==> src/rtl/sens_timing_mon.sv <==
`default_nettype none
// ============================================================================
// Module   : sens_timing_mon
// Purpose  : Observe-only timing monitor for the sensor bus. Each frame it
//            measures pixels per line, lines per frame and a pixel-data
//            checksum, compares them with the expected geometry and keeps
//            sticky error flags.
// Ports    : clk_72m     - system clock, rising edge
//            xreset      - asynchronous active-low reset
//            fv_in       - frame valid level
//            lv_in       - line valid level
//            data_in     - pixel data [DATA_W]
//            err_clr     - one-cycle pulse, clears the sticky errors
//            locked      - high once the first complete frame was measured
//            frame_done  - one-cycle pulse when the results update
//            meas_hpix   - pixel count of the last line of the last frame
//            meas_vline  - line count of the last frame
//            frame_cnt   - completed-frame counter (wraps)
//            frame_sum   - sum of valid pixel data of the last frame (mod 2^32)
//            err_hpix    - sticky: a line length differed from H_ACT
//            err_vline   - sticky: a frame line count differed from V_ACT
//            err_lv_out  - sticky: lv was high while fv was low
// Revision : 1.0 - initial release
// ============================================================================
module sens_timing_mon #(
    parameter int DATA_W = 12,
    parameter int H_ACT  = 1920,
    parameter int V_ACT  = 1080,
    parameter int CNT_W  = 16
) (
    input  logic              clk_72m,
    input  logic              xreset,
    input  logic              fv_in,
    input  logic              lv_in,
    input  logic [DATA_W-1:0] data_in,
    input  logic              err_clr,
    output logic              locked,
    output logic              frame_done,
    output logic [CNT_W-1:0]  meas_hpix,
    output logic [CNT_W-1:0]  meas_vline,
    output logic [CNT_W-1:0]  frame_cnt,
    output logic [31:0]       frame_sum,
    output logic              err_hpix,
    output logic              err_vline,
    output logic              err_lv_out
);

    localparam logic [1:0] S_SYNC  = 2'd0;
    localparam logic [1:0] S_WAIT  = 2'd1;
    localparam logic [1:0] S_FRAME = 2'd2;
    localparam logic [1:0] S_DONE  = 2'd3;

    localparam logic [CNT_W-1:0] c_h_act   = CNT_W'(H_ACT);
    localparam logic [CNT_W-1:0] c_v_act   = CNT_W'(V_ACT);
    localparam logic [CNT_W-1:0] c_cnt_max = '1;

    // ------------------------------------------------------------------------
    // Input stage and edge-detect registers
    // ------------------------------------------------------------------------
    logic              fv_q;
    logic              lv_q;
    logic [DATA_W-1:0] data_q;
    logic              fv_dly_q;
    logic              lv_dly_q;
    // Marks that fv_q holds a real sample; without it the reset value of fv_q
    // would look like "fv low" and let a partial frame through after reset.
    logic              primed_q;

    always_ff @(posedge clk_72m or negedge xreset) begin
        if (!xreset) begin
            fv_q     <= 1'b0;
            lv_q     <= 1'b0;
            data_q   <= '0;
            fv_dly_q <= 1'b0;
            lv_dly_q <= 1'b0;
            primed_q <= 1'b0;
        end else begin
            fv_q     <= fv_in;
            lv_q     <= lv_in;
            data_q   <= data_in;
            fv_dly_q <= fv_q;
            lv_dly_q <= lv_q;
            primed_q <= 1'b1;
        end
    end

    logic w_fv_rise;
    logic w_fv_fall;
    logic w_lv_fall;
    logic w_pix;

    assign w_fv_rise = fv_q & ~fv_dly_q;
    assign w_fv_fall = ~fv_q & fv_dly_q;
    assign w_lv_fall = ~lv_q & lv_dly_q;
    assign w_pix     = fv_q & lv_q;

    // ------------------------------------------------------------------------
    // FSM: state register
    // ------------------------------------------------------------------------
    logic [1:0] state_q;
    logic [1:0] state_d;

    always_ff @(posedge clk_72m or negedge xreset) begin
        if (!xreset) begin
            state_q <= S_SYNC;
        end else begin
            state_q <= state_d;
        end
    end

    // ------------------------------------------------------------------------
    // FSM: next state
    // ------------------------------------------------------------------------
    always_comb begin
        state_d = state_q;
        case (state_q)
            S_SYNC:  if (primed_q && !fv_q) state_d = S_WAIT;
            S_WAIT:  if (w_fv_rise)         state_d = S_FRAME;
            S_FRAME: if (w_fv_fall)         state_d = S_DONE;
            // A new frame may begin in the publish cycle (1-cycle fv gap).
            S_DONE:  state_d = w_fv_rise ? S_FRAME : S_WAIT;
            default: state_d = S_SYNC;
        endcase
    end

    // ------------------------------------------------------------------------
    // FSM: decoded controls
    // ------------------------------------------------------------------------
    logic w_frame_start;
    logic w_accum;
    logic w_publish;
    logic w_lv_check;

    always_comb begin
        w_frame_start = 1'b0;
        w_accum       = 1'b0;
        w_publish     = 1'b0;
        w_lv_check    = 1'b0;
        case (state_q)
            S_WAIT: begin
                w_frame_start = w_fv_rise;
                w_lv_check    = 1'b1;
            end
            S_FRAME: begin
                w_accum    = 1'b1;
                w_lv_check = 1'b1;
            end
            S_DONE: begin
                w_publish     = 1'b1;
                w_frame_start = w_fv_rise;
                w_lv_check    = 1'b1;
            end
            default: begin
                w_frame_start = 1'b0;
            end
        endcase
    end

    // A line ends on lv falling, or when fv falls while lv is still high.
    logic w_line_end;
    assign w_line_end = w_accum & (w_lv_fall | (w_fv_fall & lv_q));

    // ------------------------------------------------------------------------
    // Frame accumulators
    // ------------------------------------------------------------------------
    logic [CNT_W-1:0] pix_q,       pix_d;
    logic [CNT_W-1:0] line_q,      line_d;
    logic [CNT_W-1:0] last_hpix_q, last_hpix_d;
    logic [31:0]      sum_q,       sum_d;
    logic             hpix_pend_q, hpix_pend_d;

    always_comb begin
        pix_d       = pix_q;
        line_d      = line_q;
        last_hpix_d = last_hpix_q;
        sum_d       = sum_q;
        hpix_pend_d = hpix_pend_q;
        if (w_frame_start) begin
            // The start cycle may already carry a pixel; count it rather
            // than drop it.
            pix_d       = w_pix ? {{(CNT_W-1){1'b0}}, 1'b1} : '0;
            line_d      = '0;
            sum_d       = w_pix ? 32'(data_q) : 32'd0;
            hpix_pend_d = 1'b0;
        end else if (w_accum) begin
            if (w_line_end) begin
                line_d      = (line_q == c_cnt_max) ? line_q : line_q + 1'b1;
                last_hpix_d = pix_q;
                pix_d       = '0;
                if (pix_q != c_h_act) begin
                    hpix_pend_d = 1'b1;
                end
            end else if (w_pix) begin
                pix_d = (pix_q == c_cnt_max) ? pix_q : pix_q + 1'b1;
            end
            if (w_pix) begin
                sum_d = sum_q + 32'(data_q);
            end
        end
    end

    // ------------------------------------------------------------------------
    // Published results and sticky errors
    // ------------------------------------------------------------------------
    logic             locked_q,     locked_d;
    logic             frame_done_q, frame_done_d;
    logic [CNT_W-1:0] meas_hpix_q,  meas_hpix_d;
    logic [CNT_W-1:0] meas_vline_q, meas_vline_d;
    logic [CNT_W-1:0] frame_cnt_q,  frame_cnt_d;
    logic [31:0]      frame_sum_q,  frame_sum_d;
    logic             err_hpix_q,   err_hpix_d;
    logic             err_vline_q,  err_vline_d;
    logic             err_lv_q,     err_lv_d;

    always_comb begin
        frame_done_d = w_publish;
        locked_d     = locked_q | w_publish;
        meas_hpix_d  = w_publish ? last_hpix_q        : meas_hpix_q;
        meas_vline_d = w_publish ? line_q             : meas_vline_q;
        frame_sum_d  = w_publish ? sum_q              : frame_sum_q;
        frame_cnt_d  = w_publish ? frame_cnt_q + 1'b1 : frame_cnt_q;
        // Setting takes priority over a simultaneous clear.
        err_hpix_d   = (w_publish & hpix_pend_q) | (err_hpix_q & ~err_clr);
        err_vline_d  = (w_publish & (line_q != c_v_act)) | (err_vline_q & ~err_clr);
        err_lv_d     = (w_lv_check & lv_q & ~fv_q) | (err_lv_q & ~err_clr);
    end

    always_ff @(posedge clk_72m or negedge xreset) begin
        if (!xreset) begin
            pix_q        <= '0;
            line_q       <= '0;
            last_hpix_q  <= '0;
            sum_q        <= '0;
            hpix_pend_q  <= 1'b0;
            locked_q     <= 1'b0;
            frame_done_q <= 1'b0;
            meas_hpix_q  <= '0;
            meas_vline_q <= '0;
            frame_cnt_q  <= '0;
            frame_sum_q  <= '0;
            err_hpix_q   <= 1'b0;
            err_vline_q  <= 1'b0;
            err_lv_q     <= 1'b0;
        end else begin
            pix_q        <= pix_d;
            line_q       <= line_d;
            last_hpix_q  <= last_hpix_d;
            sum_q        <= sum_d;
            hpix_pend_q  <= hpix_pend_d;
            locked_q     <= locked_d;
            frame_done_q <= frame_done_d;
            meas_hpix_q  <= meas_hpix_d;
            meas_vline_q <= meas_vline_d;
            frame_cnt_q  <= frame_cnt_d;
            frame_sum_q  <= frame_sum_d;
            err_hpix_q   <= err_hpix_d;
            err_vline_q  <= err_vline_d;
            err_lv_q     <= err_lv_d;
        end
    end

    assign locked     = locked_q;
    assign frame_done = frame_done_q;
    assign meas_hpix  = meas_hpix_q;
    assign meas_vline = meas_vline_q;
    assign frame_cnt  = frame_cnt_q;
    assign frame_sum  = frame_sum_q;
    assign err_hpix   = err_hpix_q;
    assign err_vline  = err_vline_q;
    assign err_lv_out = err_lv_q;

endmodule
`default_nettype wire

==> config.mk <==
export PLATFORM = sky130hd
export DESIGN_NAME = sens_timing_mon
export DESIGN_NICKNAME = d
export VERILOG_FILES = /design/src/rtl/sens_timing_mon.sv
export SDC_FILE = /design/constraint.sdc
export NUM_CORES = 1
export LEC_CHECK = 0
export BUFFER_PORTS_ARGS = -buffer_cell sky130_fd_sc_hd__buf_2
export CAP_MARGIN = 20
export CORE_MARGIN = 5
export CORE_UTILIZATION = 63
export DETAILED_ROUTE_END_ITERATION = 8
export PLACE_DENSITY = 0.87
export SYNTH_ARGS = -nofsm -noshare
export SYNTH_HDL_FRONTEND = slang
export SYNTH_SLANG_ARGS = --single-unit
==> constraint.sdc <==
create_clock -name clk_72m -period 3.7 [get_ports clk_72m]
set_input_delay 0.185 -clock clk_72m [delete_from_list [all_inputs] [get_ports clk_72m]]
set_output_delay 0.185 -clock clk_72m [all_outputs]
set_load 0.05 [all_outputs]
== Yosys cells after proc, flatten, opt, wreduce, memory -nomap -nowiden ==
Cells that the tools add are included.

* Add/sub/neg operators: 4
* Multiply operators: 0
* Divide/modulo/power cells: 0
* $lt $le $gt $ge: 0
* Equal/unequal tests: 12
* Shift-type cells: 0
* Mux-type cells: 27
* Bitwise operators: 23
* Reduce and logical (&&, ||, !) cells: 16

{| class="wikitable"
|+ Operators by type and width
! kind !! number
|-
| $mux 16 || 9
|-
| $mux 32 || 3
|-
| $add 16x1->16 const B || 3
|-
| $add 32x12->32 || 1
|-
| $eq 16x16->1 const B || 2
|-
| $ne 16x11->1 const B || 2
|-
| $reduce_and 3->1 || 5
|-
| $and 1x1->1 || 13
|-
| $mux 12 || 1
|-
| $mux 1 || 9
|-
| $mux 2 || 4
|-
| $ne 2x2->1 const B || 4
|-
| $pmux 2 s4 || 1
|-
| $reduce_bool 2->1 || 4
|-
| $not 1->1 || 5
|-
| $or 1x1->1 || 5
|-
| $eq 2x2->1 const B || 2
|-
| $ne 3x3->1 const B || 1
|-
| $reduce_bool 3->1 || 1
|-
| $reduce_or 3->1 || 1
|-
| $eq 2x1->1 const B || 1
|-
| $logic_not 2->1 || 1
|-
| $reduce_and 2->1 || 1
|-
| $reduce_or 2->1 || 1
|-
| other kinds (2) || 2
|}

* Flip-flop bits (word level): 185
* Bits in latches: 0
* RAM bits: 0
* ROM bits: 0
* Output and inout port bits: 85
* Memories: 0

== Depth between registers and ports, before layout ==
Gate-level depths: netlist of run 1.

* Depth in word-level cells: 8
* Gate-level depth with buffers: 8
* Depth with buffers taken out: 8

== Least setup slack after synthesis of run 1 ==
OpenSTA, ideal clock, no wires.

* Path type: reg-to-reg
* Start: register sum_q[0]
* End: register sum_q[18]
* Setup time: 0.132 ns
* Arrival: 2.006 ns
* Data required time: 3.568 ns
* Slack: 1.562 ns
* Cell stages (with the launch flop): 9
* Path buffers: 0
* Clock period less this slack: 2.138 ns
* Path through: dfrtp_1 ha_1 fa_1 a21oi_1 o211ai_1 nand3_2 a2111oi_0 xnor2_1 nor2_1

* Cells in the longest elaborated chain, start to end: 4

{| class="wikitable"
|+ Ends and longest elaborated chain
! element !! RTL line !! RTL
|-
| start, declared || 169 || <nowiki>logic [31:0] sum_q, sum_d;</nowiki>
|-
| start signal, assigned || 248 || <nowiki>sum_q <= sum_d;</nowiki>
|-
| $add 32x12->32 || 197 || <nowiki>sum_d = sum_q + 32'(data_q);</nowiki>
|-
| $mux 32 || 196 || <nowiki>if (w_pix) begin</nowiki>
|-
| $mux 32 || 185 || <nowiki>end else if (w_accum) begin</nowiki>
|-
| $mux 32 || 178 || <nowiki>if (w_frame_start) begin</nowiki>
|}

Every way passes these cells. The select of a mux whose other input is x is not followed.
A chain may end at the register's enable or synchronous reset.

== Final worst setup path of run 1 ==
* Start: register lv_q
* End: register sum_q[25]

* Cells in the longest elaborated chain, start to end: 3

{| class="wikitable"
|+ Ends and longest elaborated chain
! element !! RTL line !! RTL
|-
| start, declared || 61 || <nowiki>logic lv_q;</nowiki>
|-
| start signal, assigned || 79 || <nowiki>lv_q <= lv_in;</nowiki>
|-
| $and 1x1->1 || 95 || <nowiki>assign w_pix = fv_q & lv_q;</nowiki>
|-
| $reduce_bool 2->1 (no line) || - ||
|-
| $reduce_and 2->1 (no line) || - ||
|}

Every way passes these cells.

==> flow_summary.toml, run 1 <==
[synthesis]
ys_top_cells_by_count = "nand2_1 (238), dfrtp_1 (185), nor2_1 (61)"
synth.distinct_cells = 67
netlist_area_um2 = 8438
yosysSeqAreaShare_pct = 54.86
postSynthCellCount = 860
synth_area_per_cell_um2 = 9.812
synth_nets = 895
synth_enable_flop_cells = 0
synth_area_leader_cell = "dfrtp_1"
ys_ff_latch = 185
ys_top_cells_by_area = "dfrtp_1 (55%), nand2_1 (11%), xnor2_1 (4.7%), nor2_1 (2.7%), ha_1 (2.5%)"
postSynth.asyncResetShare_pct = 100.0
ys.flop_type = "dfrtp_1"
synth_top_area_share_pct = 54.86
synth_most_common_cell = "nand2_1"
ys_warn_count = 0

[timing]
fin_crit_sh_pct = 71.47
worstMarginPinSlew_ps = 831.1
whs_ps = 322.3
slew_headroom_pct = 44.26
fin_skew_ps = 8.467
rsz0062_at_grt = "no"
hold_viol = 0
fin_setup_tns_ps = 0
fmax_ghz = 0.3781
min_period_ps = 2645
finalSetupViolCount = 0
drv_slew = 0

[power_and_ir_drop]
ir_drop_mv = 0.5104
pwr_density_cell_nw_per_um2 = 620.2
p_leak_uw = 0.004958

[global_routing]
grt_max_degree = 75
grt_pass1_wl_mm = 32.86
gr-total-overflow = 0
grt_pass1_vias = 6707
grt_use_total_pct = 25.19
antenna_found_initial = 0

[clock_network]
cts_buffers = 17
root_buffer = "clkbuf_16"
numClockSinks = 185
ctsLongestPathBuffers = 2
clk_latency_ps = 430
cts_tree = "yes"
path_clk_slew_ps = 70
postCtsSetupRepairBufs = 0
htreeDepth = 4

[placement]
detailedPlacementHpwl_mm = 12.19
portBuffers = 101
finalWeightedCongestion = 0.9117

[worst_setup_path]
required_ps = 4000
critical-path-top-delay-family = "compound AO/OA/AOI/OAI gates"
reg2reg_depth = 6
timing.critical_path.cells = "nand4b_4, a21oi_2, nand4_1, a2111oi_1, xnor2_1, nor2_1"
cp_max_fo = 18
crit_path_start_kind = "register"
critPathBufInv = 0
worst_ep_arrival_time_ps = 2940
path_depth = 6
cp_slowest_cell = "dfrtp_1"
slowest_delay_ps = 620
crit_path_end_kind = "register"
crit_type = "reg2reg"

[outcome]
outcome = "complete, no violations"

[final_layout]
drive_gt1_share_pct = 18.13
layout.nets = 1004
n_antenna_cell = 0
syn_to_final_growth_pct = 16.96

[route]
dr.pass1.iters = 5
num_vias = 6642
ant_nets = 0
drc_errors = 0
wl_per_cell_um = 16.20
drt_iter0_drc = 631
via_per_inst = 5.736
wl_mm = 18.76

[die]
die_area_um2 = 15810
rows = 42
num_io_pins = 102
core_area_um2 = 13190
initial_utilization_pct = 63.97
die_w_um = 125.7
dieHeight_um = 125.7

[flow_run]
max-cap-violations = 0

[min_path]
hp-class = "in2async"
[routing by layer]
metal	global-route usage (%)	wire length, um	vias up
li1	-	-	3135
met1	35.02	8263	3250
met2	40.40	9080	228
met3	4.615	1074	29
met4	8.896	337	0
met5	0	0	-
[worst register-to-register path, cell delays in order, from the launching register on]
cell and delay [ps]:
dfrtp_1 620, nand4b_4 350, a21oi_2 290, nand4_1 450, a2111oi_1 580, xnor2_1 170
nor2_1 60
[per-stage QoR]
step	instances	util (%)	power [uW]	worst slack (ps)	cell area, um^2
after floorplan	860	-	3693	1562	8438
after global placement	1110	68.66	4043	1163	9056
after detailed placement	1110	68.66	4093	1082	9056
after CTS	1158	74.82	6130	1079	9869
after global routing	1158	74.82	6408	777.8	9869
final	1158	74.82	6121	1056	9869
[state kept, by name, indices dropped and copies added, names as in the netlist]
name,cells
sum_q,32
frame_sum,32
locked,1
primed_q,1
lv_q,1
meas_hpix,16
err_lv_out,1
fv_dly_q,1
last_hpix_q,16
data_q,12
pix_q,16
line_q,16
fv_q,1
lv_dly_q,1
err_vline,1
frame_cnt,16
err_hpix,1
frame_done,1
hpix_pend_q,1
state_q,2
meas_vline,16
[final timing paths]
path | to | slack [ps] | startpoint
setup / recovery | sum_q[25]$_DFFE_PN0P_ | 1060 | lv_q$_DFF_PN0_
hold / removal | meas_hpix[9]$_DFFE_PN0P_ | 320 | xreset
setup reg to reg | sum_q[25]$_DFFE_PN0P_ | 1060 | lv_q$_DFF_PN0_
hold reg to reg | locked$_DFF_PN0_ | 460 | locked$_DFF_PN0_
max in group asynchronous | frame_sum[22]$_DFFE_PN0P_ | 2430 | xreset
min in group clk_72m | data_q[8]$_DFF_PN0_ | 390 | data_in[8]
[report_power, final]
part | internal (uW) | switching [uW] | total (uW)
clock | 1230 | 773 | 2010
combinational | 488 | 1120 | 1610
sequential | 2270 | 236 | 2500
total | 3990 | 2130 | 6120
[logic make-up after synthesis]
group | after synthesis | share of synthesized area (%)
AOI/OAI and AO/OA | 117 | 8.986
xor gates and xnor gates | 57 | 5.916
adders and majority gates | 18 | 2.758
buffers and inverters | 51 | 2.773
DFF | 185 | 54.86
muxes | 18 | 2.343
other | 1 | 0.04444
and+or+nand+nor | 413 | 22.32
[cell type report]
class	instances	area, um^2
timing repair buffer	124	724.4
tap	176	220.2
clock inverter	12	196.4
sequential	185	4629
clock buffer	20	456.7
inverter	17	63.81
fill	884	3321
multi-input combinational	624	3578
[cells in the final DEF, fill, tap and decap left out, drive strengths merged, types with 3 or more instances in the layout]
master / netlist / layout
dfrtp: 185 / 185
or3: 9 / 9
mux2: 14 / 14
inv: 17 / 17
nand2b: 4 / 4
xor2: 12 / 12
a21oi: 42 / 42
bufinv: 0 / 5
o211ai: 3 / 3
o21ai: 33 / 33
nor4: 7 / 7
nor2: 61 / 61
ha: 17 / 17
xnor2: 45 / 45
nor4b: 4 / 4
nand2: 238 / 238
clkbuf: 22 / 20
a211oi: 14 / 14
a21o: 6 / 6
and3: 10 / 10
mux2i: 4 / 4
a2111oi: 4 / 4
nor3: 15 / 15
clkinv: 0 / 7
nand3: 35 / 35
nand4: 14 / 14
dlygate4sd3: 0 / 16
a32oi: 3 / 3
buf: 12 / 108
[what timing repair did]
item / in CTS / in global routing
hold buffers: 16 / 0
gates resized for setup: 0 / 0
endpoints found under the hold margin: 81 / 0
No activity file was read; power rests on OpenSTA's default activity.
==> inputs of run 2 (changes only) <==
ABC_AREA = 1   (was unset)
CORE_UTILIZATION = 53   (was 63)
PLACE_DENSITY = 0.78   (was 0.87)
clock period = 2.3 ns   (was 3.7 ns; I/O delays follow)
==> run 2 against run 1 <==
Effect of this change: setup slack worse by 830 ps; die area is 27% higher; wire length is 14% higher; synthesized area is 9.0% higher; clock skew is 3.7 ps higher; first-iteration DRC count is 15% lower; clock-buffer cell count is 3 higher; cell area is 8.9% higher; largest cell class unchanged; largest power group unchanged.
==> flow_summary.toml, run 2 <==
[route]
wl_per_cell_um = 14.10
wl_mm = 21.30
ant_nets = 0
drc_errors = 0
dr.pass1.iters = 6
num_vias = 7845
drt_iter0_drc = 538
via_per_inst = 5.195

[outcome]
outcome = "complete, no violations"

[synthesis]
netlist_area_um2 = 9200
ys_ff_latch = 185
synth_nets = 1187
ys_top_cells_by_count = "nand2_1 (395), dfrtp_1 (185), inv_1 (115)"
yosysSeqAreaShare_pct = 50.32
ys_warn_count = 0
synth-simple-area-share_pct = 30.35
ys_top_cells_by_area = "dfrtp_1 (50%), nand2_1 (16%), inv_1 (4.7%), o21ai_0 (3.9%), nor2_1 (3.8%)"
synth_area_leader_cell = "dfrtp_1"
synth_mux_area_share_pct = 0
postSynthCellCount = 1152
synth_enable_flop_cells = 0
synth_compound_area_share_pct = 7.371
ys.flop_type = "dfrtp_1"
synth.distinct_cells = 46
synth_top_area_share_pct = 50.32
yosys.area_share.adder_pct = 2.530
synth_top_family_by_area = "simple AND/OR/NAND/NOR gates"
synth_xor_area_share_pct = 2.475
postSynth.asyncResetShare_pct = 100.0
synth_most_common_cell = "nand2_1"
synth_area_per_cell_um2 = 7.986

[worst_setup_path]
critical-path-top-delay-family = "simple AND/OR/NAND/NOR gates"
cp_slowest_cell = "fa_1"
crit_path_end_kind = "register"
ff2ff_setup_slack_ps = 220
timing.critical_path.cells = "ha_1, fa_1, nand2_1, nand2_1, nand2_1, inv_1, nand3_1, nand3_1, nand3_1, nand2_1, nand2_1, nor2_1"
path_depth = 12
required_ps = 2630
critPathBufInv = 1
cp-startpoint = "data_q[0]$_DFF_PN0_"
r2r_end = "sum_q[16]$_DFFE_PN0P_"
reg2reg_depth = 12
timing.rr.start = "data_q[0]$_DFF_PN0_"
crit_path_start_kind = "register"
slowest_delay_ps = 400
worst_ep_arrival_time_ps = 2410
cpMostUsedCell = "nand2_1"
crit_type = "reg2reg"
cp_max_fo = 6

[clock_network]
cts_buffers = 17
ctsLongestPathBuffers = 2
root_buffer = "clkbuf_16"
clk_latency_ps = 440
cts_tree = "yes"
numClockSinks = 185
htreeDepth = 4
path_clk_slew_ps = 70

[final_layout]
syn_to_final_growth_pct = 16.82
final_common_cell = "nand2_1"
drive_gt1_share_pct = 15.72
fin_area_um2 = 10750
final_cell_mix = "nand2_1 (395), dfrtp_1 (185), inv_1 (114)"
final_util_pct = 62.57
layout.nets = 1307
n_antenna_cell = 0

[timing]
drv_slew = 0
rsz0062_at_grt = "no"
fmax_ghz = 0.4814
worstMarginPinSlew_ps = 754.3
fin_skew_ps = 12.21
hold_viol = 0
finalSetupViolCount = 0
fin_crit_sh_pct = 90.31
min_period_ps = 2077
fin_setup_tns_ps = 0
slew_headroom_pct = 49.72

[die]
rows = 48
core_area_um2 = 17180
die_area_um2 = 20090
initial_utilization_pct = 53.56
die_w_um = 141.8
dieHeight_um = 141.8
num_io_pins = 102

[power_and_ir_drop]
p_leak_uw = 0.005524
ir_drop_mv = 0.9494
pwr_density_cell_nw_per_um2 = 977.8

[flow_run]
max-cap-violations = 0

[placement]
finalWeightedCongestion = 0.8859
place_area_um2 = 9966
detailedPlacementHpwl_mm = 15.19
portBuffers = 101

[global_routing]
grt_pass1_vias = 7715
gr-total-overflow = 0
grt_use_total_pct = 22.30
grt_pass1_wl_mm = 36.94
grt_max_degree = 86
antenna_found_initial = 0

[min_path]
hp-class = "in2async"
-- run 2: metal layers --
metal | part of all wire (%) | global-route usage, %
met5 | 0 | 0
met4 | 1.9 | 6.061
met3 | 4.2 | 4.449
met2 | 49 | 37.44
met1 | 45 | 29.69
-- run 2: metrics by stage --
step	setup slack [ps]	instances	hold slack (ps)	total power, uW
6_report	222.9	1510	260.0	10510
5_1_grt	33.43	1510	320.2	11190
4_1_cts	219.6	1508	297.3	10550
3_5_place_dp	243.7	1460	181.3	7559
3_3_place_gp	315.6	1460	179.2	7488
2_1_floorplan	488.9	1152	-180.6	6695
-- run 2: logic make-up (layout without fill, tap and decap cells) --
family / Yosys count / count (layout)
AND/OR/NAND/NOR: 649 / 649
flip-flops: 185 / 185
buffers and inverters: 156 / 289
AO/OA/AOI/OAI: 117 / 117
XOR/XNOR: 26 / 26
adder cells (fa/ha/maj): 18 / 18
other: 1 / 1
-- run 2: worst register-to-register path, stage by stage (launching register included) --
cell and delay (ps):
dfrtp_1 390, ha_1 250, fa_1 400, nand2_1 110
nand2_1 70, nand2_1 90, inv_1 70, nand3_1 70
nand3_1 210, nand3_1 170, nand2_1 60, nand2_1 60
nor2_1 40
-- run 2: worst max path at each step --
stage	end
floorplan	sum_q[28]$_DFFE_PN0P_
detailed placement	sum_q[16]$_DFFE_PN0P_
finish	sum_q[16]$_DFFE_PN0P_
global route	sum_q[20]$_DFFE_PN0P_
CTS	sum_q[31]$_DFFE_PN0P_
global placement	sum_q[20]$_DFFE_PN0P_
-- run 2: area by class of cell --
type	instances	area, um^2
sequential	185	4629
clock buffer	23	488.0
inverter	121	459.2
clock inverter	9	115.1
tap	225	281.5
multi-input combinational	811	3935
fill	1508	6429
timing repair buffer	136	839.6
-- run 2: repair_timing --
action,4_1_cts,5_1_grt
resized for setup,0,1
buffers inserted,0,2
endpoints found under the setup margin,0,1
hold buffers,16,0
hold endpoints to repair,82,0
-- run 2: power breakdown --
part           total, uW  leakage [uW]  internal [uW]  switching [uW]
Sequential          4060       0.00247           3690             364
Clock               2950      0.000278           1720            1230
Combinational       3500       0.00277            986            2510
Total              10500       0.00552           6400            4110
==> inputs of run 3 (changes only) <==
CORE_ASPECT_RATIO = 0.7   (was unset)
CTS_BUF_LIST = sky130_fd_sc_hd__clkbuf_16   (was unset)
==> run 3 against run 2 <==
Effect of this change: non-clock buffer count fell by 5; clock-buffer cell count is 6 lower; clock skew shrank 6.2 ps; final cell count about the same; maximum frequency about the same; combinational power grew 2%; worst hold slack worse by 51 ps; critical path type unchanged; critical endpoint is now sum_q[28]$_DFFE_PN0P_; largest cell class unchanged; highest routed layer unchanged.
==> flow_summary.toml, run 3 (same netlist as run 2, synthesis figures left out) <==
[clock_network]
numClockSinks = 185
root_buffer = "clkbuf_16"
cts_tree = "yes"
ctsLongestPathBuffers = 2
path_clk_slew_ps = 70
cts_buffers = 17
postCtsSetupRepairBufs = 0
htreeDepth = 4
clk_latency_ps = 430

[die]
num_io_pins = 102
dieHeight_um = 120.2
initial_utilization_pct = 53.75
die_w_um = 167.5
rows = 40
core_area_um2 = 17120
die_area_um2 = 20140

[route]
wl_per_cell_um = 14.67
dr.pass1.iters = 5
via_per_inst = 5.276
drc_errors = 0
wl_mm = 22.16
drt_iter0_drc = 884
ant_nets = 0
num_vias = 7972

[placement]
dpl_worst_slack_ps = 162.9
detailedPlacementHpwl_mm = 15.92
portBuffers = 101
finalWeightedCongestion = 0.9299

[final_layout]
layout.nets = 1302
drive_gt1_share_pct = 15.31
final_cell_mix = "nand2_1 (395), dfrtp_1 (185), inv_1 (118)"
n_antenna_cell = 0
syn_to_final_growth_pct = 16.18
final_common_cell = "nand2_1"

[power_and_ir_drop]
ir_drop_mv = 0.9011
combPwrFrac_pct = 34.2
cellInternalPower_uw = 6172
p_sw_uw = 4225
p_seq_share_pct = 39.1
p_leak_uw = 0.005516
clkPwrFrac_pct = 26.7
switching_share_pct = 40.64
pwr_density_cell_nw_per_um2 = 972.7

[min_path]
hp-class = "in2async"

[timing]
worstMarginPinSlew_ps = 543.0
whs_ps = 209.0
fin_crit_sh_pct = 90.34
finalSetupViolCount = 0
fin_skew_ps = 5.978
setup_ws_ps = 222.1
hold_viol = 0
min_period_ps = 2078
slew_headroom_pct = 63.76
drv_slew = 0
fmax_ghz = 0.4813
fin_setup_tns_ps = 0
rsz0062_at_grt = "no"

[worst_setup_path]
reg2reg_depth = 12
ff2ff_setup_slack_ps = 220
timing.rr.start = "sum_q[0]$_DFFE_PN0P_"
crit_path_start_kind = "register"
cp_max_fo = 6
crit_path_end_kind = "register"
crit_type = "reg2reg"
worst_ep_arrival_time_ps = 2400
required_ps = 2620
r2r_end = "sum_q[28]$_DFFE_PN0P_"

[global_routing]
grt_pass1_vias = 7405
antenna_found_initial = 0
gr-total-overflow = 0
grt_use_total_pct = 22.73
grt_pass1_wl_mm = 37.43
grt_max_degree = 90

[outcome]
outcome = "complete, no violations"

[flow_run]
max-cap-violations = 0
==> run 3: what timing repair did <==
action | CTS | global route
gates resized for setup | 0 | 2
hold endpoints to repair | 67 | 0
setup endpoints to repair | 0 | 5
hold buffers | 16 | 0
==> run 3: worst max-delay path, stage by stage, from the launching register on <==
cell	delay [ps]
dfrtp_1	410
ha_1	230
fa_1	420
nand2_1	110
nand2_1	70
nand2_1	80
inv_1	60
nand3_1	80
nand3_2	180
nand3_1	150
nand2_1	70
nand2_1	60
nor2_1	40
==> run 3: area by class of cell <==
type	count	area (um^2)
clock buffer	17	425.4
clock inverter	15	127.6
fill	1517	6427
inverter	121	455.4
multi-input combinational	811	3945
sequential	185	4629
tap	231	289.0
timing repair buffer	131	817.0
==> run 3: layer usage <==
layer | GRT usage (%) | vias up | share of wire, %
met4 | 5.271 | 0 | 0.89
met5 | 0 | - | 0
li1 | - | 3904 | -
met2 | 31.95 | 340 | 41
met3 | 5.784 | 19 | 8.7
met1 | 35.33 | 3709 | 49
==> run 3: worst max-delay path by stage <==
stage	from	to	slack, ps	cells past startpoint
final	sum_q[0]$_DFFE_PN0P_	sum_q[28]$_DFFE_PN0P_	220	12
after global routing	sum_q[0]$_DFFE_PN0P_	sum_q[28]$_DFFE_PN0P_	20	12
after CTS	sum_q[0]$_DFFE_PN0P_	sum_q[28]$_DFFE_PN0P_	150	12
after detailed placement	sum_q[0]$_DFFE_PN0P_	sum_q[28]$_DFFE_PN0P_	160	12
after global placement	data_q[0]$_DFF_PN0_	sum_q[28]$_DFFE_PN0P_	270	12
after floorplan	data_q[0]$_DFF_PN0_	sum_q[28]$_DFFE_PN0P_	490	12
==> run 3: through the flow <==
stage          cell area, um^2  total power (uW)  util, %  cells
6_report                 10690             10400    62.45   1511
5_1_grt                  10690             11040    62.45   1511
4_1_cts                  10680             10430    62.39   1511
3_5_place_dp              9966              7625    58.22   1463
3_3_place_gp              9966              7565    58.22   1463
2_1_floorplan             9200              6695        -   1152
==> run 3: power by group through the flow <==
stage | clock network, uW | registers (uW) | logic [uW]
after global placement | 0 | 4100 | 3470
after detailed placement | 0 | 4120 | 3510
after global routing | 2950 | 4140 | 3950
after CTS | 2810 | 4070 | 3550
final | 2770 | 4070 | 3560
after floorplan | 0 | 4770 | 1930
